File: config.mk
export PLATFORM = sky130hd
export DESIGN_NAME = fft_out_packer
export DESIGN_NICKNAME = d
export VERILOG_FILES = /design/src/rtl/dma_pkg.sv /design/src/rtl/pack_fifo.sv /design/src/rtl/fft_out_packer.sv
export SDC_FILE = /design/constraint.sdc
export NUM_CORES = 1
export LEC_CHECK = 0
export ABC_AREA = 1
export BUFFER_PORTS_ARGS = -buffer_cell sky130_fd_sc_hd__buf_2
export CAP_MARGIN = 20
export CORE_ASPECT_RATIO = 0.8
export CORE_MARGIN = 8
export CORE_UTILIZATION = 45
export CTS_BUF_LIST = sky130_fd_sc_hd__clkbuf_2 sky130_fd_sc_hd__clkbuf_4 sky130_fd_sc_hd__clkbuf_8
export CTS_CLUSTER_SIZE = 25
export DETAILED_ROUTE_END_ITERATION = 8
export GPL_ROUTABILITY_DRIVEN = 0
export PLACE_DENSITY_LB_ADDON = 0.12
export SLEW_MARGIN = 20
export SYNTH_ARGS = -nofsm -noshare
export SYNTH_HDL_FRONTEND = slang
export SYNTH_SLANG_ARGS = --single-unit
export TNS_END_PERCENT = 30
File: constraint.sdc
create_clock -name ap_clk -period 4.8 [get_ports ap_clk]
set_input_delay 0.96 -clock ap_clk [delete_from_list [all_inputs] [get_ports ap_clk]]
set_output_delay 0.96 -clock ap_clk [all_outputs]
set_load 0.01 [all_outputs]
File: src/rtl/dma_pkg.sv
// Shared constants for the FFT output path: AXI data width, sample width and the packing ratio.
// The write DMA and core wrapper import the same package.
package dma_pkg;

    localparam int AXI_DATA_WIDTH = 64;
    localparam int SAMPLE_WIDTH   = 32;
    localparam int PACK_RATIO     = AXI_DATA_WIDTH / SAMPLE_WIDTH;

    // A lane index needs at least one bit even when a word holds a single sample.
    function automatic int lane_bits(input int ratio);
        return (ratio > 1) ? $clog2(ratio) : 1;
    endfunction

    localparam int LANE_W = lane_bits(PACK_RATIO);

    typedef struct packed {
        logic [15:0] im;
        logic [15:0] re;
    } cplx_sample_t;

endpackage

File: src/rtl/pack_fifo.sv
// First-word-fall-through FIFO with synchronous reset and soft clear.
// Pointers carry an extra wrap bit so full and empty are told apart without a counter.
module pack_fifo #(
    parameter int WIDTH      = 64,
    parameter int DEPTH      = 16,
    parameter int LOG2_DEPTH = 4
) (
    input  logic             clk_i,
    input  logic             rst_i,
    input  logic             clr_i,
    input  logic             wr_en_i,
    input  logic [WIDTH-1:0] wr_data_i,
    output logic             full_o,
    input  logic             rd_en_i,
    output logic [WIDTH-1:0] rd_data_o,
    output logic             not_empty_o
);

    logic [WIDTH-1:0]    mem_q [DEPTH];
    logic [LOG2_DEPTH:0] wr_ptr_q;
    logic [LOG2_DEPTH:0] wr_ptr_d;
    logic [LOG2_DEPTH:0] rd_ptr_q;
    logic [LOG2_DEPTH:0] rd_ptr_d;
    logic                full_s;
    logic                empty_s;
    logic                do_wr_s;
    logic                do_rd_s;

    assign full_s  = (wr_ptr_q[LOG2_DEPTH] != rd_ptr_q[LOG2_DEPTH]) &&
                     (wr_ptr_q[LOG2_DEPTH-1:0] == rd_ptr_q[LOG2_DEPTH-1:0]);
    assign empty_s = (wr_ptr_q == rd_ptr_q);

    assign full_o      = full_s;
    assign not_empty_o = !empty_s;
    assign rd_data_o   = empty_s ? {WIDTH{1'b0}} : mem_q[rd_ptr_q[LOG2_DEPTH-1:0]];

    // Clear wins over any same-cycle push or pop.
    always_comb begin
        do_wr_s  = 1'b0;
        do_rd_s  = 1'b0;
        wr_ptr_d = wr_ptr_q;
        rd_ptr_d = rd_ptr_q;
        if (clr_i) begin
            wr_ptr_d = {(LOG2_DEPTH+1){1'b0}};
            rd_ptr_d = {(LOG2_DEPTH+1){1'b0}};
        end else begin
            do_wr_s = wr_en_i && !full_s;
            do_rd_s = rd_en_i && !empty_s;
            if (do_wr_s) begin
                wr_ptr_d = wr_ptr_q + {{LOG2_DEPTH{1'b0}}, 1'b1};
            end else begin
                wr_ptr_d = wr_ptr_q;
            end
            if (do_rd_s) begin
                rd_ptr_d = rd_ptr_q + {{LOG2_DEPTH{1'b0}}, 1'b1};
            end else begin
                rd_ptr_d = rd_ptr_q;
            end
        end
    end

    always_ff @(posedge clk_i) begin
        if (rst_i) begin
            wr_ptr_q <= {(LOG2_DEPTH+1){1'b0}};
            rd_ptr_q <= {(LOG2_DEPTH+1){1'b0}};
        end else begin
            wr_ptr_q <= wr_ptr_d;
            rd_ptr_q <= rd_ptr_d;
        end
    end

    // Storage is not reset; stale entries are never visible because the head is gated while empty.
    always_ff @(posedge clk_i) begin
        if (do_wr_s && !rst_i) begin
            mem_q[wr_ptr_q[LOG2_DEPTH-1:0]] <= wr_data_i;
        end
    end

endmodule

File: src/rtl/fft_out_packer.sv
// Packs narrow complex samples from the FFT core into AXI-width words and buffers them
// for the write DMA behind an FWFT read port.
module fft_out_packer
    import dma_pkg::*;
#(
    parameter int IN_WIDTH        = SAMPLE_WIDTH,
    parameter int OUT_WIDTH       = AXI_DATA_WIDTH,
    parameter int FIFO_DEPTH      = 16,
    parameter int FIFO_LOG2_DEPTH = 4
) (
    input  logic                 ap_clk,
    input  logic                 ap_rst,
    input  logic                 clear,
    input  logic                 s_valid,
    output logic                 s_ready,
    input  logic [IN_WIDTH-1:0]  s_data,
    input  logic                 s_last,
    output logic [OUT_WIDTH-1:0] in_r_dout,
    output logic                 in_r_empty_n,
    input  logic                 in_r_read,
    output logic [31:0]          word_cnt,
    output logic                 frame_done
);

    localparam int RATIO = OUT_WIDTH / IN_WIDTH;
    localparam int LW    = lane_bits(RATIO);

    logic [LW-1:0]        lane_q;
    logic [LW-1:0]        lane_d;
    logic [OUT_WIDTH-1:0] acc_q;
    logic [OUT_WIDTH-1:0] acc_d;
    logic [31:0]          word_cnt_q;
    logic [31:0]          word_cnt_d;
    logic                 frame_done_q;
    logic                 frame_done_d;
    logic [OUT_WIDTH-1:0] word_s;
    logic                 lane_last_s;
    logic                 push_s;
    logic                 s_hs_s;
    logic                 fifo_full_s;

    assign s_ready     = !ap_rst && !clear && !fifo_full_s;
    assign s_hs_s      = s_valid && s_ready;
    assign lane_last_s = (RATIO == 1) ? 1'b1 : (lane_q == LW'(RATIO - 1));

    // Accumulator with the incoming sample dropped into its lane; higher lanes are still zero.
    always_comb begin
        word_s = acc_q;
        word_s[int'(lane_q) * IN_WIDTH +: IN_WIDTH] = s_data;
    end

    // Lane advance, word completion on the top lane or on frame end, and push bookkeeping.
    always_comb begin
        lane_d       = lane_q;
        acc_d        = acc_q;
        word_cnt_d   = word_cnt_q;
        frame_done_d = 1'b0;
        push_s       = 1'b0;
        if (s_hs_s) begin
            if (lane_last_s || s_last) begin
                push_s       = 1'b1;
                acc_d        = {OUT_WIDTH{1'b0}};
                lane_d       = {LW{1'b0}};
                word_cnt_d   = word_cnt_q + 32'd1;
                frame_done_d = s_last;
            end else begin
                acc_d  = word_s;
                lane_d = lane_q + LW'(1);
            end
        end else begin
            push_s = 1'b0;
        end
    end

    // Packer state; reset and soft clear both discard any partial word.
    always_ff @(posedge ap_clk) begin
        if (ap_rst || clear) begin
            lane_q       <= {LW{1'b0}};
            acc_q        <= {OUT_WIDTH{1'b0}};
            word_cnt_q   <= 32'd0;
            frame_done_q <= 1'b0;
        end else begin
            lane_q       <= lane_d;
            acc_q        <= acc_d;
            word_cnt_q   <= word_cnt_d;
            frame_done_q <= frame_done_d;
        end
    end

    assign word_cnt   = word_cnt_q;
    assign frame_done = frame_done_q;

    pack_fifo #(
        .WIDTH      (OUT_WIDTH),
        .DEPTH      (FIFO_DEPTH),
        .LOG2_DEPTH (FIFO_LOG2_DEPTH)
    ) u_fifo (
        .clk_i       (ap_clk),
        .rst_i       (ap_rst),
        .clr_i       (clear),
        .wr_en_i     (push_s),
        .wr_data_i   (word_s),
        .full_o      (fifo_full_s),
        .rd_en_i     (in_r_read),
        .rd_data_o   (in_r_dout),
        .not_empty_o (in_r_empty_n)
    );

endmodule

======== Word-level counts from Yosys, hierarchy flattened ========
Memories as Yosys holds them, arrays and structs flattened. A register that Yosys moved wholly into a read port is not among the register bits.
Index checks and enable logic that the tools add are counted.
storage, ports and cells
  bits in writable memories ............... 1,024
  logic and storage cells ................. 46
  ROM bits ................................ 0
  output and inout bits ................... 99
  register bits after elaboration ......... 108
  bits in latches ......................... 0
  input port bits ......................... 38
  memories ................................ 1
cells by class
  div/mod/pow operators ................... 0
  $mul .................................... 0
  magnitude comparators ................... 0
  $add $sub $neg .......................... 5
  equal/unequal tests ..................... 3
  reduce and logical (&&, ||, !) cells .... 16
  shift operators ......................... 2
  bitwise gates (word level) .............. 2
  muxes and demuxes ....................... 11
memories
  name          words  bits a word  read ports  clocked after memory_dff  wr ports  line             text
  u_fifo.mem_q  16     64           1           1                         1         pack_fifo.sv:19  logic [WIDTH-1:0] mem_q [DEPTH];
operators by type and width
  operator                                                 number
  two-way mux 64 bit                                       2
  bitwise mux 64 bit                                       1
  variable shift 32 x 33 -> 64 bit (first input constant)  1
  variable part select 32 x 33 -> 64 bit                   1
  negator 6 -> 33 bit                                      1
  adder 32 x 1 -> 32 bit (second input constant)           1
  adder 5 x 1 -> 5 bit (second input constant)             2
  two-way mux 4 bit                                        2
  logical AND 1 bit                                        7
  two-way mux 1 bit                                        6
  equality test 5 bit                                      1
  equality test 4 bit                                      1
  zero test 1 bit                                          4
  OR reduction 3 bit                                       1
  logical OR 1 bit                                         2
  NOT 1 bit                                                2
  AND reduction 2 bit                                      1
  OR reduction 2 bit                                       1
  adder 1 bit (second input constant)                      1
  inequality test 1 bit                                    1

======== Longest topological paths before layout ========
Gate-level depths: netlist (run 1).
  depth in word-level cells ............... 11
  mapped depth ............................ 12
  mapped depth without buffers ............ 10

======== Cells and area by module ========
A second synthesis (run 1) with hierarchy kept.
second synthesis, totals
  cell total of the unflattened synthesis .. 4,928
  area total of the unflattened synthesis .. 49,073.3 µm²
by module, submodules not included
  module          area an instance (µm²)  times used  sequential area each (µm²)  cells an instance
  pack_fifo       44,292.5                1           31,029.8                    4,143
  fft_out_packer  4,780.8                 1           1,961.9                     785

======== Least setup slack after synthesis (run 1) ========
Ideal clock, no wire load.
  path type ............................... input port to flip-flop
  start point ............................. in clear
  end point ............................... mem u_fifo.mem_q[0][0], enable pin
  setup slack ............................. -238 ps
  setup time .............................. 486 ps
  required time ........................... 4,314 ps
  arrival time ............................ 4,551 ps
  buffers on the path ..................... 1
  stages on the path ...................... 6
  cells stage by stage .................... nor2_1 nand3_2 nor2_2 buf_2 nand2_1 nor2_1
on the way
  word-level cells in the longest chain between the ends .. 10
RTL lines
  item                                         line                  text
  from (decl)                                  fft_out_packer.sv:13  input logic clear,
  zero test 1 bit                              fft_out_packer.sv:42  assign s_ready = !ap_rst && !clear && !fifo_full_s;
  logical AND 1 bit (2 in series)              fft_out_packer.sv:42
  logical AND 1 bit                            fft_out_packer.sv:43  assign s_hs_s = s_valid && s_ready;
  two-way mux 1 bit                            fft_out_packer.sv:59  if (s_hs_s) begin
  logical AND 1 bit                            pack_fifo.sv:47       do_wr_s = wr_en_i && !full_s;
  two-way mux 1 bit (*)                        pack_fifo.sv:43       if (clr_i) begin
  logical AND 1 bit (*)                        pack_fifo.sv:74       if (do_wr_s && !rst_i) begin
  two-way mux 1 bit (*)                        pack_fifo.sv:74
  two-way mux 1 bit (implied by the code) (*)  pack_fifo.sv:75       mem_q[wr_ptr_q[LOG2_DEPTH-1:0]] <= wr_data_i;
  to (decl)                                    pack_fifo.sv:19
Every way passes the cells marked *; elsewhere a longest branch is shown, timed or not.

======== Final worst setup path (run 1) ========
  start point ............................. reg u_fifo.wr_ptr_q[3]
  end point ............................... out in_r_dout[41]
on the way
  word-level cells in the longest chain between the ends .. 2
RTL lines
  item                    line                  text
  from (decl)             pack_fifo.sv:20       logic [LOG2_DEPTH:0] wr_ptr_q;
  from (signal assigned)  pack_fifo.sv:64       wr_ptr_q <= {(LOG2_DEPTH+1){1'b0}};
  from (signal assigned)  pack_fifo.sv:67       wr_ptr_q <= wr_ptr_d;
  equality test 5 bit     pack_fifo.sv:31       assign empty_s = (wr_ptr_q == rd_ptr_q);
  two-way mux 64 bit      pack_fifo.sv:35       assign rd_data_o = empty_s ? {WIDTH{1'b0}} : mem_q[rd_ptr_q[LOG2_DEPTH-1:0]];
  to (decl)               fft_out_packer.sv:18  output logic [OUT_WIDTH-1:0] in_r_dout,
No other way between the ends.

==> results.txt, run 1 <==
The most instantiated flip-flop cell in the synthesis netlist is sky130_fd_sc_hd__edfxtp_1. The largest voltage drop on the vdd net came out at 0.000266 V. The max-capacitance violation count is 0. The worst-case setup slack after placement is 1.12 ns. The first-pass iteration count of the detailed router is 5. The floorplan step set the die width to 374 microns. By area the synthesized netlist is led by sky130_fd_sc_hd__edfxtp_1 (67%), sky130_fd_sc_hd__nor2_1 (6.8%), sky130_fd_sc_hd__o21ai_0 (4.9%). Static timing analysis puts the maximum clock frequency at 223 MHz.

The total clock buffers created by CTS came out at 181. The CTS sink count came out at 1136. The number of instances resized during post-cts repair came out at 0. The full die area is 0.113 sq mm. TritonCTS built the clock tree. The number of failing hold endpoints at the final stage is 0.

The aggregate routed wire length is 132000 microns. The run finished with clean final reports. The cell count after synthesis is 3880. The core region is 0.102 sq mm. After detailed routing, the number of vias per cell comes to 5.64.

The startpoint kind of the worst setup timing path is a flip-flop. The root buffer cell chosen for the clock tree is sky130_fd_sc_hd__clkbuf_8. The cts-stage hold buffer count is 0.

Setup repair after global routing left no endpoint under its margin. The count of antenna-violating nets left after detailed routing came out at 0. The site row count came out at 105.

The sequential cell area fraction in the yosys report came out at 0.714. The worst max-slew margin expressed relative to the limit is 0.207. The buffers inserted during post-CTS setup optimization is 0.

The maximum root-to-sink buffer count came out at 3. The number of global-route vias before repair came out at 29810. The clock insertion delay at the later pin of the skew report is 0.88 ns. The leakage power came out at 0.0173 uW. The number of distinct library cells after synthesis is 30. The clock skew is 0.0426 ns.

The worst setup path is captured at a primary output. Sorting the synthesized cells by how often they occur yields sky130_fd_sc_hd__edfxtp_1 (1024), sky130_fd_sc_hd__nor2_1 (835), sky130_fd_sc_hd__o21ai_0 (454). Relative to the synthesized area, the layout overhead comes to 12.3%.

The core occupancy in the finished layout is 0.508. The classification of the worst-slack hold path is in2reg. The via count is 30965.

The global route total overflow is 0. The number of pins with negative max-slew slack in the final report is 0. The number of antenna violations at the first check in global routing came out at 2. The global-route usage over all layers came out at 0.229. sky130_fd_sc_hd__edfxtp_1 takes more of the synthesized area than any other cell. The number of placed instances, taps included came out at 5157. The net count of the finished layout is 4047. The power per cell area is 372 mW/mm^2. The layout cell share with drive strength beyond 1 is 0.130. The global-route wire length before repair came out at 196000 microns. A synthesized cell averages 11.9 sq um. The CTS H-tree depth came out at 4. At the pin with the least slew margin, the transition time is 1.19 ns. The filler cells instantiated in the layout total 9009. The number of DRC violations after detailed routing came out at 0. The number of warnings reported in the yosys synthesis log is 0. The share of flip-flops with an asynchronous set or reset came out at 0.

The number of nets produced by synthesis is 3924. The number of standard cells in the layout, taps in and fillers out came out at 5490. The number of port buffers is 136.

The clock transition time at the flip-flop clock pins of the worst setup and hold paths is 0.06 ns. In the finished design, the share of the clock period the worst path needs comes to 0.933. The starting density of the core is 0.452. The combined area of all synthesized cells came out at 0.0462 sq mm. The critical path is of the reg2out type.

In this run the worst path has a maximum fanout of 55. The number of synthesized register bits is 1136. The critical path data arrival time is 3.52 ns. The area share of the leading cell type in the synthesized netlist came out at 0.665.

The die outline height is 303 microns. The number of top-level pins came out at 137. The critical path required time is 3.84 ns. The largest net degree at the start of global routing came out at 175. The minimum setup slack in the final design came out at 0.321 ns. The number of setup violations in the final report is 0. The violation count after the first detailed-route iteration came out at 3002. The post-DP HPWL came out at 69200 microns. The detailed-route wire length per cell came out at 24.1 microns. The synthesized design contains 1024 enable-type register cells. sky130_fd_sc_hd__edfxtp_1 is the most common cell in the netlist. The shortest clock period the worst path allows after layout is 4.48 ns.
[cell families after synthesis]
logic type | Yosys count | share of synthesized area
AO/OA/AOI/OAI | 997 | 0.122
XOR/XNOR | 21 | 0.00398
adder cells (fa/ha/maj) | 6 | 0.00162
buffers and inverters | 330 | 0.0349
flip-flops | 1136 | 0.714
multiplexers | 33 | 0.00715
AND/OR/NAND/NOR | 1357 | 0.116
[final timing paths]
check	slack (ns)	cells after the start	start	endpoint
max	0.32	10	u_fifo.wr_ptr_q[3]	in_r_dout[41]
min	0.32	3	s_last	frame_done
max reg2reg	1.69	10	u_fifo.wr_ptr_q[2]	u_fifo.mem_q[3][35]
min reg2reg	0.46	2	acc_q[25]	acc_q[25]
[registers in the layout, summed over array words and instances, names as in the netlist, named ones only]
name             flops
u_fifo.mem_q      1024
frame_done           1
acc_q               64
word_cnt            32
u_fifo.wr_ptr_q      5
lane_last_s          1
u_fifo.rd_ptr_q      5
[critical path, stage by stage, from the launching register on]
cell                      delay (ns)
sky130_fd_sc_hd__dfxtp_1        0.49
sky130_fd_sc_hd__inv_2          0.13
sky130_fd_sc_hd__nand2_1        0.08
sky130_fd_sc_hd__nand2_1        0.05
sky130_fd_sc_hd__nor2_2         0.11
sky130_fd_sc_hd__nand2_1        0.05
sky130_fd_sc_hd__or2_1          0.32
sky130_fd_sc_hd__inv_4          0.81
sky130_fd_sc_hd__buf_4          0.33
sky130_fd_sc_hd__a21oi_1        0.06
sky130_fd_sc_hd__buf_2          0.17
[per-stage QoR]
| stage | hold slack, ns | area, sq um | total power [uW] | setup TNS, ns |
|---|---|---|---|---|
| floorplan | 0.443 | 46200 | 11200 | -175.48 |
| global placement | 0.451 | 48300 | 11300 | 0 |
| detailed placement | 0.455 | 48300 | 11300 | 0 |
| CTS | 0.197 | 51900 | 19500 | 0 |
| global route | 0.267 | 51900 | 19900 | 0 |
| finish | 0.325 | 51900 | 19300 | 0 |
[layout by cell type, fill, tap and decap left out, types with 18 or more instances in the layout]
master	count
sky130_fd_sc_hd__buf_2	136
sky130_fd_sc_hd__clkinv_1	37
sky130_fd_sc_hd__o21ai_1	119
sky130_fd_sc_hd__nor2_4	18
sky130_fd_sc_hd__dfxtp_1	107
sky130_fd_sc_hd__buf_4	35
sky130_fd_sc_hd__mux2i_1	33
sky130_fd_sc_hd__clkbuf_4	77
sky130_fd_sc_hd__clkbuf_8	189
sky130_fd_sc_hd__o21ai_0	454
sky130_fd_sc_hd__edfxtp_1	1024
sky130_fd_sc_hd__a21oi_1	168
sky130_fd_sc_hd__buf_12	36
sky130_fd_sc_hd__nand2_1	354
sky130_fd_sc_hd__nor2_1	818
sky130_fd_sc_hd__nand3_1	145
sky130_fd_sc_hd__inv_1	55
sky130_fd_sc_hd__o211ai_1	244
[layout make-up]
| cell class | count | area (sq um) | area share |
|---|---|---|---|
| antenna | 2 | 5.00 | 0.0000964 |
| multi-input combinational | 2414 | 11700 | 0.226 |
| clock inverter | 65 | 370 | 0.00714 |
| tap | 1337 | 1670 | 0.0322 |
| sequential | 1136 | 33000 | 0.636 |
| clock buffer | 266 | 3180 | 0.0613 |
| inverter | 63 | 259 | 0.00499 |
| timing repair buffer | 207 | 1660 | 0.0321 |
[per-layer routing]
metal / share of wire / track usage
met5: 0 / 0
met4: 0.022 / 0.0705
met3: 0.074 / 0.0509
met2: 0.44 / 0.346
met1: 0.46 / 0.331
[report_power, final]
part / switching, uW / total [uW] / leakage (uW) / internal, uW
Sequential: 7.12 / 10700 / 0.0103 / 10700
Clock: 3890 / 8200 / 0.00189 / 4310
Combinational: 311 / 380 / 0.00507 / 68.9
Total: 4210 / 19300 / 0.0173 / 15100
No activity file was read; power rests on OpenSTA's default activity.
==> inputs of run 2 (changes only) <==
Settings changed: CORE_MARGIN 8 to not set.
==> results.txt, run 2 (synthesized netlist as in run 1, its figures left out) <==
The clock insertion delay at the later pin of the skew report came out at 0.88 ns. The first global-routing pass estimated 194000 microns of wire. The startpoint-to-endpoint class of the critical path is reg2out. For this run, the top clock speed supported by timing is 226 MHz.

The number of fill cells in the layout came out at 8790. Summed over all layers, the global routing overflow is 0. The layout cell share with drive strength beyond 1 came out at 0.129. The gate family responsible for the most delay along the worst path is buffers and inverters.

The aggregate routed wire length came out at 131000 microns. The highest fanout seen on the critical path came out at 102. Counting both buffers and inverters, the worst setup path holds a total of 3. The smallest hold slack came out at 0.339 ns. The buffers inserted during post-CTS setup optimization is 0. Max-cap violations in this run came to 0. The largest net degree at the start of global routing is 207. The count of antenna-violating nets left after detailed routing is 0. The run finished with clean final reports. The top cell types in the final layout, fill and taps aside, are sky130_fd_sc_hd__edfxtp_1 (1024), sky130_fd_sc_hd__nor2_1 (818), sky130_fd_sc_hd__o21ai_0 (454). The first TritonRoute pass finished after 5 iterations. After detailed placement, the total cell area comes to 0.0483 sq mm. The library cell used most frequently in the layout, excluding fill and tap cells, is sky130_fd_sc_hd__edfxtp_1.

From left edge to right edge, the die measures 360 microns. The number of port buffers is 136. The number of pins with negative max-slew slack in the final report is 0. The analysis attributes to cell leakage a power of 0.0173 uW. The number of nets in the final layout is 4051. The number of flip-flops in the largest register is 1024. The full die area is 0.104 sq mm. The number of top-level pins came out at 137. The floorplan has 104 rows. The master of the slowest instance on the critical path is sky130_fd_sc_hd__inv_6.

The largest stage delay on the critical path is 0.73 ns. The number of global-route vias before repair came out at 29270. CTS built an H-tree with a depth of 4. IR analysis of the VDD net gives a maximum drop of 0.000296 V. The total clock buffers created by CTS came out at 181. The area of the placeable core came out at 0.101 sq mm. The starting density of the core is 0.457. At the worst endpoint, the required time is 3.84 ns. For this design, the sink count on the clock tree is 1136. The critical path data arrival time came out at 3.47 ns.

The power per cell area came out at 372 mW/mm^2. The die outline height came out at 289 microns. Setup slack on the worst reg-to-reg path comes out at 1.70 ns. The detailed-route wire length per cell is 23.9 microns. The clock period could shrink to 4.43 ns. For this run, the total global-route usage over all layers was measured as 0.251. The area growth from synthesis to layout is 12.2%. The worst-margin pin slew is 1.06 ns.

The worst max-slew margin expressed relative to the limit came out at 0.295. The number of failing hold endpoints at the final stage is 0. The post-DP HPWL came out at 67900 microns. The TritonCTS clock tree is yes.

The clock tree root buffer cell is sky130_fd_sc_hd__clkbuf_8. For this block, the initial DRC count from the detailed router was 3248. The most repeated library cell on the critical path is sky130_fd_sc_hd__o211ai_1. The number of DRC violations after detailed routing came out at 0. The post-layout total power came out at 19300 uW. Walking the worst path, the cells encountered are inv_6, buf_4, o21ai_0, o211ai_1, o211ai_1, a21oi_1, buf_2. The maximum root-to-sink buffer count came out at 3. The number of setup violations in the final report came out at 0. The routed layout has 30769 vias. STA classifies the critical path endpoint as a primary output. The number of instances resized during post-cts repair is 0. The number of hold buffers added after CTS was 0. The clock skew is 0.0377 ns.

The ratio of final minimum period to clock period came out at 0.923. The number of antenna violations at the first check in global routing is 4. Summing all non-filler instances in the final layout gives an area of 0.0518 sq mm. Setup repair after global routing left no endpoint under its margin. The startpoint kind of the worst setup timing path is a flip-flop.

After clock tree synthesis, the clock-pin slew on the worst setup and hold paths is 0.06 ns. In the routed layout, each cell is associated on average with a via count of 5.62. In this run the worst hold path is classified as in2reg.
## run 2: per-stage QoR
stage | TNS, ns | worst slack [ns] | cells | util
6_report | 0 | 0.367 | 5474 | 0.513
5_1_grt | 0 | 0.257 | 5474 | 0.513
4_1_cts | 0 | 0.342 | 5470 | 0.513
3_5_place_dp | 0 | 1.21 | 5149 | 0.478
3_3_place_gp | 0 | 1.23 | 5149 | 0.478
2_1_floorplan | -175.48 | -0.238 | 3880 | -
## run 2: cell type report
class,instances,area [sq um],share of cell area
diodes,4,10.0,0.000193
clock buffers,267,3220,0.0621
clock inverters,54,284,0.00548
inverters,63,259,0.00500
multi-input cells,2414,11700,0.226
flip-flops and latches,1136,33000,0.637
well taps,1325,1660,0.0320
repair buffers,211,1660,0.0320
## run 2: worst min-delay path, stage by stage
cell and delay, ns:
sky130_fd_sc_hd__buf_2 0.12, sky130_fd_sc_hd__inv_1 0.05, sky130_fd_sc_hd__nor2_1 0.03
## run 2: metal layers
| layer | GRT usage | part of all wire | vias to the layer above |
|---|---|---|---|
| li1 | - | - | 14268 |
| met1 | 0.371 | 0.47 | 15369 |
| met2 | 0.383 | 0.45 | 959 |
| met3 | 0.0400 | 0.060 | 169 |
| met4 | 0.0754 | 0.019 | 4 |
| met5 | 0 | 0.00025 | - |
## run 2: power breakdown
| part | leakage [uW] | internal, uW | switching, uW |
|---|---|---|---|
| clock network | 0.00185 | 4320 | 3830 |
| logic | 0.00508 | 69.3 | 308 |
| registers | 0.0103 | 10700 | 4.66 |
## run 2: final timing paths
path,cells past startpoint,endpoint,start
max,7,in_r_dout[45],flip-flop
min reg2reg,2,acc_q[54],acc_q[54]
min,3,frame_done,s_last
max reg2reg,10,u_fifo.mem_q[13][43],u_fifo.wr_ptr_q[3]
